===== config.mk =====
export PLATFORM = sky130hd
export DESIGN_NAME = vga_rom_arbiter_flat
export DESIGN_NICKNAME = d
export VERILOG_FILES = /design/src/rtl/vga_rom_arbiter_if.sv /design/src/rtl/vga_rom_arbiter.sv /design/src/flat_wrapper.sv
export SDC_FILE = /design/constraint.sdc
export NUM_CORES = 1
export LEC_CHECK = 0
export CAP_MARGIN = 20
export CORE_ASPECT_RATIO = 1.25
export CORE_MARGIN = 2
export CORE_UTILIZATION = 51
export CTS_CLUSTER_DIAMETER = 200
export CTS_CLUSTER_SIZE = 24
export DETAILED_ROUTE_END_ITERATION = 10
export PLACE_DENSITY = 0.91
export RECOVER_POWER = 50
export SLEW_MARGIN = 20
export SYNTH_ARGS = -nofsm -noshare
export SYNTH_HDL_FRONTEND = slang
export SYNTH_SLANG_ARGS = --single-unit
export TNS_END_PERCENT = 10

===== constraint.sdc =====
create_clock -name clk_25M -period 4 [get_ports clk_25M]
set_input_delay 1 -clock clk_25M [delete_from_list [all_inputs] [get_ports clk_25M]]
set_output_delay 1 -clock clk_25M [all_outputs]
set_load 0.01 [all_outputs]

===== src/rtl/vga_rom_arbiter_if.sv =====
// ---------------------------------------------------------------------------
// vga_rom_arbiter_if
//
// Purpose: groups the video-timing, host-read, ROM and pixel signals of the
// VGA ROM arbiter into one bundle. The clock and reset stay outside as plain
// ports.
//
// Modports:
//   slave  - the arbiter side. It receives the video timing, host request
//            and ROM data, and drives the ack, the ROM strobe/address and
//            the returned data.
//   master - the surrounding system: the video timing generator, the host,
//            the ROM model and the colour output.
//
// Signals:
//   enable_horizontal / enable_vertical : active-video window
//   frame_start                         : one-cycle start-of-frame pulse
//   host_req / host_addr / host_ack     : host read request handshake
//   host_rdata / host_rvalid            : host read return
//   rom_en / rom_addr / rom_data        : single-port ROM access
//   pix_data / pix_valid                : pixel stream to the colour output
//   host_stall_cycles                   : present only with ROM_ARB_STATS_EN
//
// Optional feature macro: ROM_ARB_STATS_EN
// ---------------------------------------------------------------------------
interface vga_rom_arbiter_if #(
  parameter int addrSize  = 16,
  parameter int dataWidth = 12
);
  logic                 enable_horizontal;
  logic                 enable_vertical;
  logic                 frame_start;
  logic                 host_req;
  logic [addrSize-1:0]  host_addr;
  logic                 host_ack;
  logic [dataWidth-1:0] host_rdata;
  logic                 host_rvalid;
  logic                 rom_en;
  logic [addrSize-1:0]  rom_addr;
  logic [dataWidth-1:0] rom_data;
  logic [dataWidth-1:0] pix_data;
  logic                 pix_valid;
`ifdef ROM_ARB_STATS_EN
  logic [15:0]          host_stall_cycles;
`endif

`ifdef ROM_ARB_STATS_EN
  modport slave (
    input  enable_horizontal, enable_vertical, frame_start,
    input  host_req, host_addr, rom_data,
    output host_ack, host_rdata, host_rvalid,
    output rom_en, rom_addr, pix_data, pix_valid,
    output host_stall_cycles
  );

  modport master (
    output enable_horizontal, enable_vertical, frame_start,
    output host_req, host_addr, rom_data,
    input  host_ack, host_rdata, host_rvalid,
    input  rom_en, rom_addr, pix_data, pix_valid,
    input  host_stall_cycles
  );
`else
  modport slave (
    input  enable_horizontal, enable_vertical, frame_start,
    input  host_req, host_addr, rom_data,
    output host_ack, host_rdata, host_rvalid,
    output rom_en, rom_addr, pix_data, pix_valid
  );

  modport master (
    output enable_horizontal, enable_vertical, frame_start,
    output host_req, host_addr, rom_data,
    input  host_ack, host_rdata, host_rvalid,
    input  rom_en, rom_addr, pix_data, pix_valid
  );
`endif

endinterface


===== src/rtl/vga_rom_arbiter.sv =====
// ---------------------------------------------------------------------------
// vga_rom_arbiter
//
// Purpose: shares one single-port image ROM between the VGA pixel fetch path
// and a host read port. Display fetches always win during active video. Host
// reads are serviced only in blanking or other idle cycles, with at most one
// host read in flight. Every issued read carries a tag through a pipeline
// that is ROM_LATENCY+1 deep, so that the returned word is steered to the
// pixel output or to the host output.
//
// Parameters:
//   addrSize     ROM address width
//   dataWidth    ROM word width (RGB444)
//   IMAGE_WORDS  number of valid image words. The display address wraps
//                after IMAGE_WORDS-1, and host addresses at or above
//                IMAGE_WORDS read back as zero without touching the ROM.
//   ROM_LATENCY  cycles from registered rom_en/rom_addr to valid rom_data
//                (1..4)
//
// Ports:
//   clk_25M   pixel clock, the only clock
//   reset_n   synchronous active-low reset
//   bus       vga_rom_arbiter_if.slave: video timing, host handshake, ROM
//             and pixel signals (see the interface file)
//
// Timing summary:
//   active at N          -> rom_en at N+1 -> pix_valid at N+ROM_LATENCY+2
//   host_ack at N        -> host_rvalid at N+ROM_LATENCY+2
//   host_ack is combinational. Every other output is registered.
//
// Optional feature macro: ROM_ARB_STATS_EN adds bus.host_stall_cycles, a
// saturating count of cycles with host_req high and no ack. The count is
// cleared on frame_start and on reset.
// ---------------------------------------------------------------------------
module vga_rom_arbiter #(
  parameter int addrSize    = 16,
  parameter int dataWidth   = 12,
  parameter int IMAGE_WORDS = 40000,
  parameter int ROM_LATENCY = 1
) (
  input  logic                 clk_25M,
  input  logic                 reset_n,
  vga_rom_arbiter_if.slave     bus
);

  // Highest valid image address. It is the display wrap point and the
  // in-range limit for host reads.
  localparam logic [addrSize-1:0] LAST_ADDR = addrSize'(IMAGE_WORDS - 1);

  // -------------------------------------------------------------------------
  // State
  // -------------------------------------------------------------------------
  logic                 active;

  logic [addrSize-1:0]  disp_addr_reg;
  logic [addrSize-1:0]  disp_addr_next;
  logic [addrSize-1:0]  disp_issue_addr;

  logic                 host_busy_reg;
  logic                 host_busy_next;
  logic                 host_grant;
  logic                 host_in_range;

  logic                 rom_en_reg;
  logic                 rom_en_next;
  logic [addrSize-1:0]  rom_addr_reg;
  logic [addrSize-1:0]  rom_addr_next;

  // Tag pipeline, one packed shift register per tag bit. Stage 0 is
  // registered together with rom_en. Stage ROM_LATENCY lines up with the
  // cycle in which rom_data is valid.
  //   disp  : pixel fetch
  //   host  : host read
  //   blank : host read of an out-of-range address. No ROM access was made,
  //           so zero is returned instead of rom_data.
  logic [ROM_LATENCY:0] tag_disp_reg;
  logic [ROM_LATENCY:0] tag_host_reg;
  logic [ROM_LATENCY:0] tag_blank_reg;
  logic                 tag_disp_next;
  logic                 tag_host_next;
  logic                 tag_blank_next;

  logic                 ret_disp;
  logic                 ret_host;
  logic                 ret_blank;

  logic [dataWidth-1:0] pix_data_reg;
  logic                 pix_valid_reg;
  logic [dataWidth-1:0] host_rdata_reg;
  logic                 host_rvalid_reg;

  assign active    = bus.enable_horizontal && bus.enable_vertical;

  assign ret_disp  = tag_disp_reg[ROM_LATENCY];
  assign ret_host  = tag_host_reg[ROM_LATENCY];
  assign ret_blank = tag_blank_reg[ROM_LATENCY];

  // -------------------------------------------------------------------------
  // Issue decision
  // -------------------------------------------------------------------------
  always_comb begin
    // The host is granted only outside active video and only when no host
    // read is in flight. Holding reset keeps the ack low.
    host_grant      = reset_n && !active && bus.host_req && !host_busy_reg;
    host_in_range   = (bus.host_addr <= LAST_ADDR);

    // frame_start restarts the display stream. If the same cycle is active,
    // address 0 is issued at once.
    disp_issue_addr = bus.frame_start ? '0 : disp_addr_reg;

    disp_addr_next  = disp_addr_reg;
    host_busy_next  = host_busy_reg;
    rom_en_next     = 1'b0;
    rom_addr_next   = rom_addr_reg;
    tag_disp_next   = 1'b0;
    tag_host_next   = 1'b0;
    tag_blank_next  = 1'b0;

    if (bus.frame_start) begin
      disp_addr_next = '0;
    end

    if (active) begin
      rom_en_next    = 1'b1;
      rom_addr_next  = disp_issue_addr;
      tag_disp_next  = 1'b1;
      disp_addr_next = (disp_issue_addr == LAST_ADDR) ? '0
                                                      : disp_issue_addr + 1'b1;
    end else if (host_grant) begin
      // An out-of-range read still travels through the tag pipeline, so
      // that its zero result arrives with the normal latency. It does not
      // strobe the ROM, and rom_addr keeps its last value.
      rom_en_next    = host_in_range;
      tag_host_next  = 1'b1;
      tag_blank_next = !host_in_range;
      if (host_in_range) begin
        rom_addr_next = bus.host_addr;
      end
    end

    // Busy drops on the edge that raises host_rvalid. That leaves the
    // rvalid cycle free to ack the next request, and a grant in that cycle
    // sets busy again.
    if (ret_host) begin
      host_busy_next = 1'b0;
    end
    if (host_grant) begin
      host_busy_next = 1'b1;
    end
  end

  // -------------------------------------------------------------------------
  // Registers
  // -------------------------------------------------------------------------
  always_ff @(posedge clk_25M) begin
    if (!reset_n) begin
      disp_addr_reg   <= '0;
      host_busy_reg   <= 1'b0;
      rom_en_reg      <= 1'b0;
      rom_addr_reg    <= '0;
      tag_disp_reg    <= '0;
      tag_host_reg    <= '0;
      tag_blank_reg   <= '0;
      pix_data_reg    <= '0;
      pix_valid_reg   <= 1'b0;
      host_rdata_reg  <= '0;
      host_rvalid_reg <= 1'b0;
    end else begin
      disp_addr_reg   <= disp_addr_next;
      host_busy_reg   <= host_busy_next;
      rom_en_reg      <= rom_en_next;
      rom_addr_reg    <= rom_addr_next;
      tag_disp_reg    <= {tag_disp_reg[ROM_LATENCY-1:0],  tag_disp_next};
      tag_host_reg    <= {tag_host_reg[ROM_LATENCY-1:0],  tag_host_next};
      tag_blank_reg   <= {tag_blank_reg[ROM_LATENCY-1:0], tag_blank_next};

      // Only the output whose tag matches is updated. The other one holds
      // its data, and its valid stays low.
      pix_valid_reg   <= ret_disp;
      host_rvalid_reg <= ret_host;
      if (ret_disp) begin
        pix_data_reg <= bus.rom_data;
      end
      if (ret_host) begin
        host_rdata_reg <= ret_blank ? '0 : bus.rom_data;
      end
    end
  end

  assign bus.host_ack    = host_grant;
  assign bus.rom_en      = rom_en_reg;
  assign bus.rom_addr    = rom_addr_reg;
  assign bus.pix_data    = pix_data_reg;
  assign bus.pix_valid   = pix_valid_reg;
  assign bus.host_rdata  = host_rdata_reg;
  assign bus.host_rvalid = host_rvalid_reg;

  // -------------------------------------------------------------------------
  // Optional host stall statistics
  // -------------------------------------------------------------------------
`ifdef ROM_ARB_STATS_EN
  logic [15:0] stall_cnt_reg;
  logic [15:0] stall_cnt_next;

  always_comb begin
    stall_cnt_next = stall_cnt_reg;
    if (bus.frame_start) begin
      stall_cnt_next = '0;
    end else if (bus.host_req && !host_grant && (stall_cnt_reg != 16'hFFFF)) begin
      stall_cnt_next = stall_cnt_reg + 16'd1;
    end
  end

  always_ff @(posedge clk_25M) begin
    if (!reset_n) begin
      stall_cnt_reg <= '0;
    end else begin
      stall_cnt_reg <= stall_cnt_next;
    end
  end

  assign bus.host_stall_cycles = stall_cnt_reg;
`endif

endmodule


===== src/flat_wrapper.sv =====
// flat-port wrapper written by rule: the top's interface ports become plain ports
module vga_rom_arbiter_flat 
#(
  parameter int addrSize    = 16,
  parameter int dataWidth   = 12,
  parameter int IMAGE_WORDS = 40000,
  parameter int ROM_LATENCY = 1
)
  (clk_25M, reset_n, bus_enable_horizontal, bus_enable_vertical, bus_frame_start, bus_host_req, bus_host_addr, bus_rom_data, bus_host_ack, bus_host_rdata, bus_host_rvalid, bus_rom_en, bus_rom_addr, bus_pix_data, bus_pix_valid);
  vga_rom_arbiter_if #(.addrSize(addrSize), .dataWidth(dataWidth)) bus_i ();
  input  logic clk_25M;
  input  logic reset_n;
  input wire logic [$bits(bus_i.enable_horizontal)-1:0] bus_enable_horizontal;
  input wire logic [$bits(bus_i.enable_vertical)-1:0] bus_enable_vertical;
  input wire logic [$bits(bus_i.frame_start)-1:0] bus_frame_start;
  input wire logic [$bits(bus_i.host_req)-1:0] bus_host_req;
  input wire logic [$bits(bus_i.host_addr)-1:0] bus_host_addr;
  input wire logic [$bits(bus_i.rom_data)-1:0] bus_rom_data;
  output wire logic [$bits(bus_i.host_ack)-1:0] bus_host_ack;
  output wire logic [$bits(bus_i.host_rdata)-1:0] bus_host_rdata;
  output wire logic [$bits(bus_i.host_rvalid)-1:0] bus_host_rvalid;
  output wire logic [$bits(bus_i.rom_en)-1:0] bus_rom_en;
  output wire logic [$bits(bus_i.rom_addr)-1:0] bus_rom_addr;
  output wire logic [$bits(bus_i.pix_data)-1:0] bus_pix_data;
  output wire logic [$bits(bus_i.pix_valid)-1:0] bus_pix_valid;
  assign bus_i.enable_horizontal = bus_enable_horizontal;
  assign bus_i.enable_vertical = bus_enable_vertical;
  assign bus_i.frame_start = bus_frame_start;
  assign bus_i.host_req = bus_host_req;
  assign bus_i.host_addr = bus_host_addr;
  assign bus_i.rom_data = bus_rom_data;
  assign bus_host_ack = bus_i.host_ack;
  assign bus_host_rdata = bus_i.host_rdata;
  assign bus_host_rvalid = bus_i.host_rvalid;
  assign bus_rom_en = bus_i.rom_en;
  assign bus_rom_addr = bus_i.rom_addr;
  assign bus_pix_data = bus_i.pix_data;
  assign bus_pix_valid = bus_i.pix_valid;
  vga_rom_arbiter #(.addrSize(addrSize), .dataWidth(dataWidth), .IMAGE_WORDS(IMAGE_WORDS), .ROM_LATENCY(ROM_LATENCY)) u_core (.clk_25M(clk_25M), .reset_n(reset_n), .bus(bus_i));
endmodule

# Word-level counts from Yosys, hierarchy flattened
# Cells that the tools add are included.
[classes]
add_sub_neg = 1
mul = 0
div = 0
n_lt_le_gt_ge = 1
n_eq_ne = 1
shift = 0
n_mux = 13
bitwise = 2
reduce_logical = 13
[ops]
columns = ["op", "count"]
rows = [
  ["$mux W16", 6],
  ["$add A16 B1 Y16 const B", 1],
  ["$eq A16 B16 Y1 const B", 1],
  ["$le A16 B16 Y1 const B", 1],
  ["$mux W12", 1],
  ["$mux W1", 6],
  ["$reduce_bool A2 Y1", 3],
  ["$logic_and A1 B1 Y1", 4],
  ["$logic_not A1 Y1", 3],
  ["$reduce_or A3 Y1", 1],
  ["$not A1 Y1", 2],
  ["$reduce_and A2 Y1", 1],
  ["$reduce_or A2 Y1", 1],
]
[word_totals]
reg_bits = 66
latchBits = 0
mem_bits_rw = 0
mem_bits_ro = 0
inputBits = 34
out_inout_bits = 44
elab_cells = 44
n_memories = 0

# Longest topological paths before layout
# Gate-level depths: netlist of the first run.
[logic_depth]
word_depth = 7
mapped_depth = 9
ltp_nobuf = 8

# Least setup slack after synthesis of the first run
# No wires, ideal clock.
[synth_path]
kind = "input to output"
from = "input reset_n"
to = "output bus_host_ack"
arrival_time_ns = 1.639
t_required_ns = 3.000
setup_slack_ns = 1.361
cell_stages = 4
path_buffers = 1
cell_sequence = "buf_2 -> and3b_1 -> nand2_1 -> inv_1"
[synth_between]
elab_chain_len = 3
[synth_rtl]
columns = ["item", "line_no", "source"]
rows = [
  ["start: declaration", "flat_wrapper.sv:12", "input logic reset_n;"],
  ["$logic_and A1 B1 Y1 (3 in a row)", "vga_rom_arbiter.sv:104", "host_grant = reset_n && !active && bus.host_req && !host_busy_reg;"],
  ["end: declaration", "flat_wrapper.sv:19", "output wire logic [$bits(bus_i.host_ack)-1:0] bus_host_ack;"],
]
# No other way between the ends.

# Worst setup path in the final report of the first run
# Same ends and word-level chain as after synthesis.

==> impl_metrics.toml, run 1 <==
[clock_network]
hold_buffers = 0
cts_root_buffer = "clkbuf_8"
cts_sinks = 66
htree_levels = 3
cts_resized = 0
clk_latency_ns = 0.34
cts_buffers = 9
cts_tree = "built"
clockBufferDepth = 2
post_cts.repair.setup_buffers = 0
cts.reportedPaths.clkPinSlew_ns = 0.07

[floorplanning]
fp.dieArea_um2 = 6080
io-pin-count = 78
core_area_um2 = 5368
die_x_um = 70.14
rows = 30
die_h_um = 86.68
initial_utilization_pct = 51.96

[yosys]
synth_seq_cells = 66
syn_inst = 311
ys_seq_area_share_pct = 47.38
synth-compound-area-share_pct = 13.10
synthMuxAreaShare_pct = 4.307
synth-edff-count = 0
synth_area_per_cell_um2 = 8.968
yosys.area_share.simple_pct = 28.94
yosysWarningCount = 0
synth_xor_area_share_pct = 2.826
async_reset_ff_share_pct = 0
synth_top_family_by_area = "simple AND/OR/NAND/NOR gates"
syn_area_um2 = 2789
synth_ff_type = "dfxtp_1"
synthDistinctLibCells = 45
synth_nets = 346
synth_fa_ha_area_share_pct = 0.4486

[worst_setup_path]
worst-path-buf-inv = 3
cp-start-kind = "input port"
r2r_cells = 6
arrival_ns = 2.50
crit_chain = "dlygate4sd3_1 > and3b_1 > nand2_1 > inv_1 > clkdlybuf4s50_1"
reg2reg_setup_slack_ns = 1.94
required_ns = 3.00
setup.worst_path.start = "reset_n"
crit_fanout = 3
end_kind = "output pin"
cp.depth = 5
worstSetupPathType = "in -> out"
r2r-start = "u_core.disp_addr_reg[1]"
cp_slowest_cell = "dlygate4sd3_1"
crit_family = "buffers and inverters"
cpPeakStageDelay_ns = 0.54

[global_route]
grt_overflow = 0
antenna_found_initial = 0
grt_pass1_wl_mm = 11.67
grt_pass1_vias = 2426
grt_max_degree = 38
grt_usage_pct = 24.70

[placed_design]
detailed_place_hpwl_mm = 5.161
dp_slack_ns = 0.5645
io_buffers = 77
placed_area_um2 = 3616
finalWeightedCongestion = 0.8995

[timing]
rsz0062_at_grt = "no"
worst_slew_pin_slew_ns = 1.128
fmax_mhz = 285.7
finalSetupViolCount = 0
fin_crit_sh_pct = 87.52
final.min_clock_period_ns = 3.501
report.final.slew_viol_count = 0
setup-tns-final_ns = 0
setup_ws_ns = 0.4993
skew_ns = 0.004245
hold_violations = 0
relSlewSlack_pct = 24.69

[cells_and_area]
n_antenna_cell = 0
stdcell_area_um2 = 3781
fin_util_pct = 70.44
fin_nets = 424
multi_input_area_um2 = 1384
final_layout_size_suffix_gt1_share_pct = 4.592
ff_latch_area_um2 = 1321
mostFrequentLayoutCell = "dfxtp_1"
nFillCells = 432
syn_to_final_growth_pct = 35.58
layout_common_cells = "dfxtp_1, clkdlybuf4s50_1, nand2_1"

[routing]
viasPerCell = 5.691
wl_per_cell_um = 16.00
drtAntennaViolNets = 0
initialDrtViolationCount = 170
firstDrtPassIters = 4
drcViolationCount = 0
drt_wl_total_mm = 7.295
vias = 2595

[outcome]
run_status = "finished clean"

[power_and_ir_drop]
peakVddDrop_mv = 0.2099
finalPower_w = 0.001362
power_density_nw_per_um2 = 360.3
cellLeakagePower_nw = 1.379

[min_path]
worstHoldStart = "u_core.tag_blank_reg[0]"
hold_path.class = "reg -> reg"
hold_depth = 1

[flow_run]
drv_cap = 0
[Yosys cell counts (2+ instances only)]
cell / instances / area share, %
mux2i_1: 12 / 4.3
nor2_1: 29 / 3.9
and2_1: 7 / 1.6
xor2_1: 4 / 1.3
nand2_1: 30 / 4.0
nor3b_1: 6 / 1.6
nor3_1: 9 / 1.6
o211ai_1: 3 / 0.81
a221oi_1: 2 / 0.63
a311o_1: 3 / 1.1
nand3b_1: 13 / 3.5
o21a_1: 4 / 1.1
or3_1: 4 / 0.90
dfxtp_1: 66 / 47
a31oi_1: 2 / 0.45
nand3_1: 4 / 0.72
o21ai_1: 3 / 0.54
nand2b_1: 14 / 3.1
nor4_1: 3 / 0.67
a21oi_1: 20 / 3.6
o21ai_0: 6 / 1.1
nor2b_1: 7 / 1.6
a311oi_1: 5 / 1.6
inv_1: 7 / 0.94
xnor2_1: 5 / 1.6
and4_1: 2 / 0.63
clkbuf_1: 9 / 1.2
nand4_1: 8 / 1.8
a32o_1: 3 / 1.1
and4b_1: 2 / 0.72
buf_1: 4 / 0.54
nand4b_1: 2 / 0.63
[final timing paths]
kind                             endpoint
hold reg to reg   u_core.tag_blank_reg[1]
setup reg to reg  u_core.disp_addr_reg[7]
setup / recovery             bus_host_ack
hold / removal    u_core.tag_blank_reg[1]
[per-stage QoR]
stage,std cells,hold slack [ns]
detailed placement,442,0.4196
floorplan,311,0.4119
CTS,456,0.4299
global route,456,0.4564
global placement,442,0.4159
finish,456,0.4308
[power breakdown]
part           switching (W)  internal, W
clock network       0.000242     0.000278
registers          0.0000146     0.000678
logic              0.0000708    0.0000795
total               0.000327      0.00103
[layout make-up]
cell class | instances | area share [%]
Multi-Input combinational cell | 223 | 36.60
Clock buffer | 10 | 3.375
Clock inverter | 4 | 1.191
Sequential cell | 66 | 34.94
Timing Repair Buffer | 81 | 20.98
Tap cell | 64 | 2.118
Inverter | 8 | 0.7942
[worst reg2reg max path: stages, from the launching register on]
cell and delay, ns:
dfxtp_1 0.35, nor2b_1 0.22, ha_1 0.22, and4_1 0.30
nand4_1 0.14, o21ai_1 0.59, nor2_1 0.12
[layer usage]
layer | share of wire (%) | vias up | track usage, % | wire [um]
met2 | 51 | 101 | 42.60 | 3722
met4 | 1.9 | 0 | 10.31 | 138
met3 | 6.3 | 17 | 6.047 | 461
li1 | - | 1262 | - | -
met5 | 0 | - | 0 | 0
met1 | 41 | 1215 | 29.46 | 2973
[cells by family after synthesis]
| logic type | count (synthesis) |
|---|---|
| muxes | 12 |
| adders and majority gates | 1 |
| DFF | 66 |
| and+or+nand+nor | 146 |
| xor gates and xnor gates | 9 |
| buffers and inverters | 22 |
| AOI/OAI and AO/OA | 55 |
Note: power is estimated with default switching activity, not from simulation.
==> run 2, diff against run 1 <==
--- a/config.mk
+++ b/config.mk
@@ -12,9 +12,9 @@
 export CTS_CLUSTER_DIAMETER = 200
 export CTS_CLUSTER_SIZE = 24
 export DETAILED_ROUTE_END_ITERATION = 10
-export PLACE_DENSITY = 0.91
+export PLACE_DENSITY = 0.87
 export RECOVER_POWER = 50
-export SLEW_MARGIN = 20
+export SLEW_MARGIN = 25
 export SYNTH_ARGS = -nofsm -noshare
 export SYNTH_HDL_FRONTEND = slang
 export SYNTH_SLANG_ARGS = --single-unit
==> run 2 against run 1 <==
- worst setup slack worse by 0.21 ns
- sequential power hardly changed
- critical endpoint unchanged
- critical path type unchanged
- wire length increased by 3.4%
- utilization increased by 0.47 points
- largest power group unchanged
- combinational power hardly changed
==> impl_metrics.toml, run 2 (synthesized netlist as in run 1, its figures left out) <==
[floorplanning]
rows = 30
io-pin-count = 78
die_h_um = 86.68
core_area_um2 = 5368
initial_utilization_pct = 51.96
die_x_um = 70.14
fp.dieArea_um2 = 6080

[cells_and_area]
n_antenna_cell = 0
syn_to_final_growth_pct = 36.47
final_layout_size_suffix_gt1_share_pct = 5.584
nFillCells = 426
fin_nets = 424
layout_common_cells = "dfxtp_1, clkdlybuf4s50_1, nand2_1"
mostFrequentLayoutCell = "dfxtp_1"
instances_no_fill = 458

[clock_network]
clockBufferDepth = 2
cts_sinks = 66
post_cts.repair.setup_buffers = 0
htree_levels = 3
cts.reportedPaths.clkPinSlew_ns = 0.08
cts_root_buffer = "clkbuf_8"
cts_tree = "built"
hold_buffers = 0
clk_latency_ns = 0.35
cts_buffers = 9
cts_resized = 0

[routing]
drcViolationCount = 0
initialDrtViolationCount = 225
wl_per_cell_um = 16.47
viasPerCell = 5.762
firstDrtPassIters = 5
vias = 2639
drtAntennaViolNets = 0
drt_wl_total_mm = 7.545

[global_route]
grt-busiest-layer = "met2"
antenna_found_initial = 0
grt_overflow = 0
grt_max_degree = 38
grtUsageMet3_pct = 5.465
grt_pass1_wl_mm = 12.49
met2_usage_pct = 45.54
grt_pass1_vias = 2626
use_met1_pct = 31.68
grt_usage_pct = 26.26

[worst_setup_path]
crit_chain = "dlygate4sd3_1 > and3b_1 > nand2_1 > inv_1 > clkdlybuf4s50_1"
cpPeakStageDelay_ns = 0.55
arrival_ns = 2.71
cp-start-kind = "input port"
worstSetupPathType = "in -> out"
cp_slowest_cell = "dlygate4sd3_1"
required_ns = 3.00
end_kind = "output pin"
crit_fanout = 9

[timing]
hold_violations = 0
worst_slew_pin_slew_ns = 1.157
final.min_clock_period_ns = 3.713
skew_ns = 0.006128
report.final.slew_viol_count = 0
setup_ws_ns = 0.2873
fmax_mhz = 269.3
finalSetupViolCount = 0
fin_crit_sh_pct = 92.82
relSlewSlack_pct = 22.75
rsz0062_at_grt = "no"
setup-tns-final_ns = 0

[power_and_ir_drop]
peakVddDrop_mv = 0.1935
cellLeakagePower_nw = 1.393
power_density_nw_per_um2 = 365.9

[min_path]
hold_path.class = "reg -> reg"

[flow_run]
drv_cap = 0

[placed_design]
dp_slack_ns = 0.3972
detailed_place_hpwl_mm = 5.300
finalWeightedCongestion = 0.9546
io_buffers = 77
placed_cells = 442

[outcome]
run_status = "finished clean"
[run 2: changes by cell type in the layout (fill, tap and decap cells not counted)]
cell	before	now
clkbuf_1	3	1
clkinv_4	0	2
buf_4	2	3
clkinvlp_4	0	1
[run 2: layout make-up]
class | count | area [um^2] | area share (%)
Inverter | 8 | 30.03 | 0.7890
Clock inverter | 7 | 70.07 | 1.841
Multi-Input combinational cell | 223 | 1384 | 36.36
Timing Repair Buffer | 81 | 797.0 | 20.94
Tap cell | 64 | 80.08 | 2.104
Sequential cell | 66 | 1321 | 34.71
Clock buffer | 9 | 123.9 | 3.254
[run 2: metrics by stage]
stage          hold slack (ns)  util [%]  cell area (um^2)   power, W
2_1_floorplan           0.4119         -              2789  0.0007708
3_3_place_gp            0.4134     67.37              3616  0.0008583
3_5_place_dp            0.4187     67.37              3616  0.0008619
4_1_cts                 0.4448     70.98              3810   0.001402
5_1_grt                 0.4745     70.91              3806   0.001443
6_report                0.4462     70.91              3806   0.001393
[run 2: metal layers]
layer / vias up / wire length, um
met2: 133 / 3801
met1: 1223 / 3038
met3: 17 / 566
met4: 0 / 139
li1: 1266 / -
met5: - / 0
[run 2: path summary, 6_finish.rpt]
path	start	to	slack, ns	depth (start not counted)
hold / removal	u_core.tag_blank_reg[0]	u_core.tag_blank_reg[1]	0.45	1
setup reg to reg	u_core.disp_addr_reg[1]	u_core.disp_addr_reg[8]	1.87	6
setup / recovery	reset_n	bus_host_ack	0.29	5
hold reg to reg	u_core.tag_blank_reg[0]	u_core.tag_blank_reg[1]	0.45	1
[run 2: where the power goes]
part | switching [W] | internal [W] | total [W]
sequential | 0.0000149 | 0.000677 | 0.000692
clock | 0.000262 | 0.000286 | 0.000548
combinational | 0.0000716 | 0.0000809 | 0.000152
[run 2: worst max-delay path, delay by kind of cell]
family / cells / cell delay (ns)
buffers and inverters: 3 / 1.23
AND/OR/NAND/NOR: 2 / 0.47
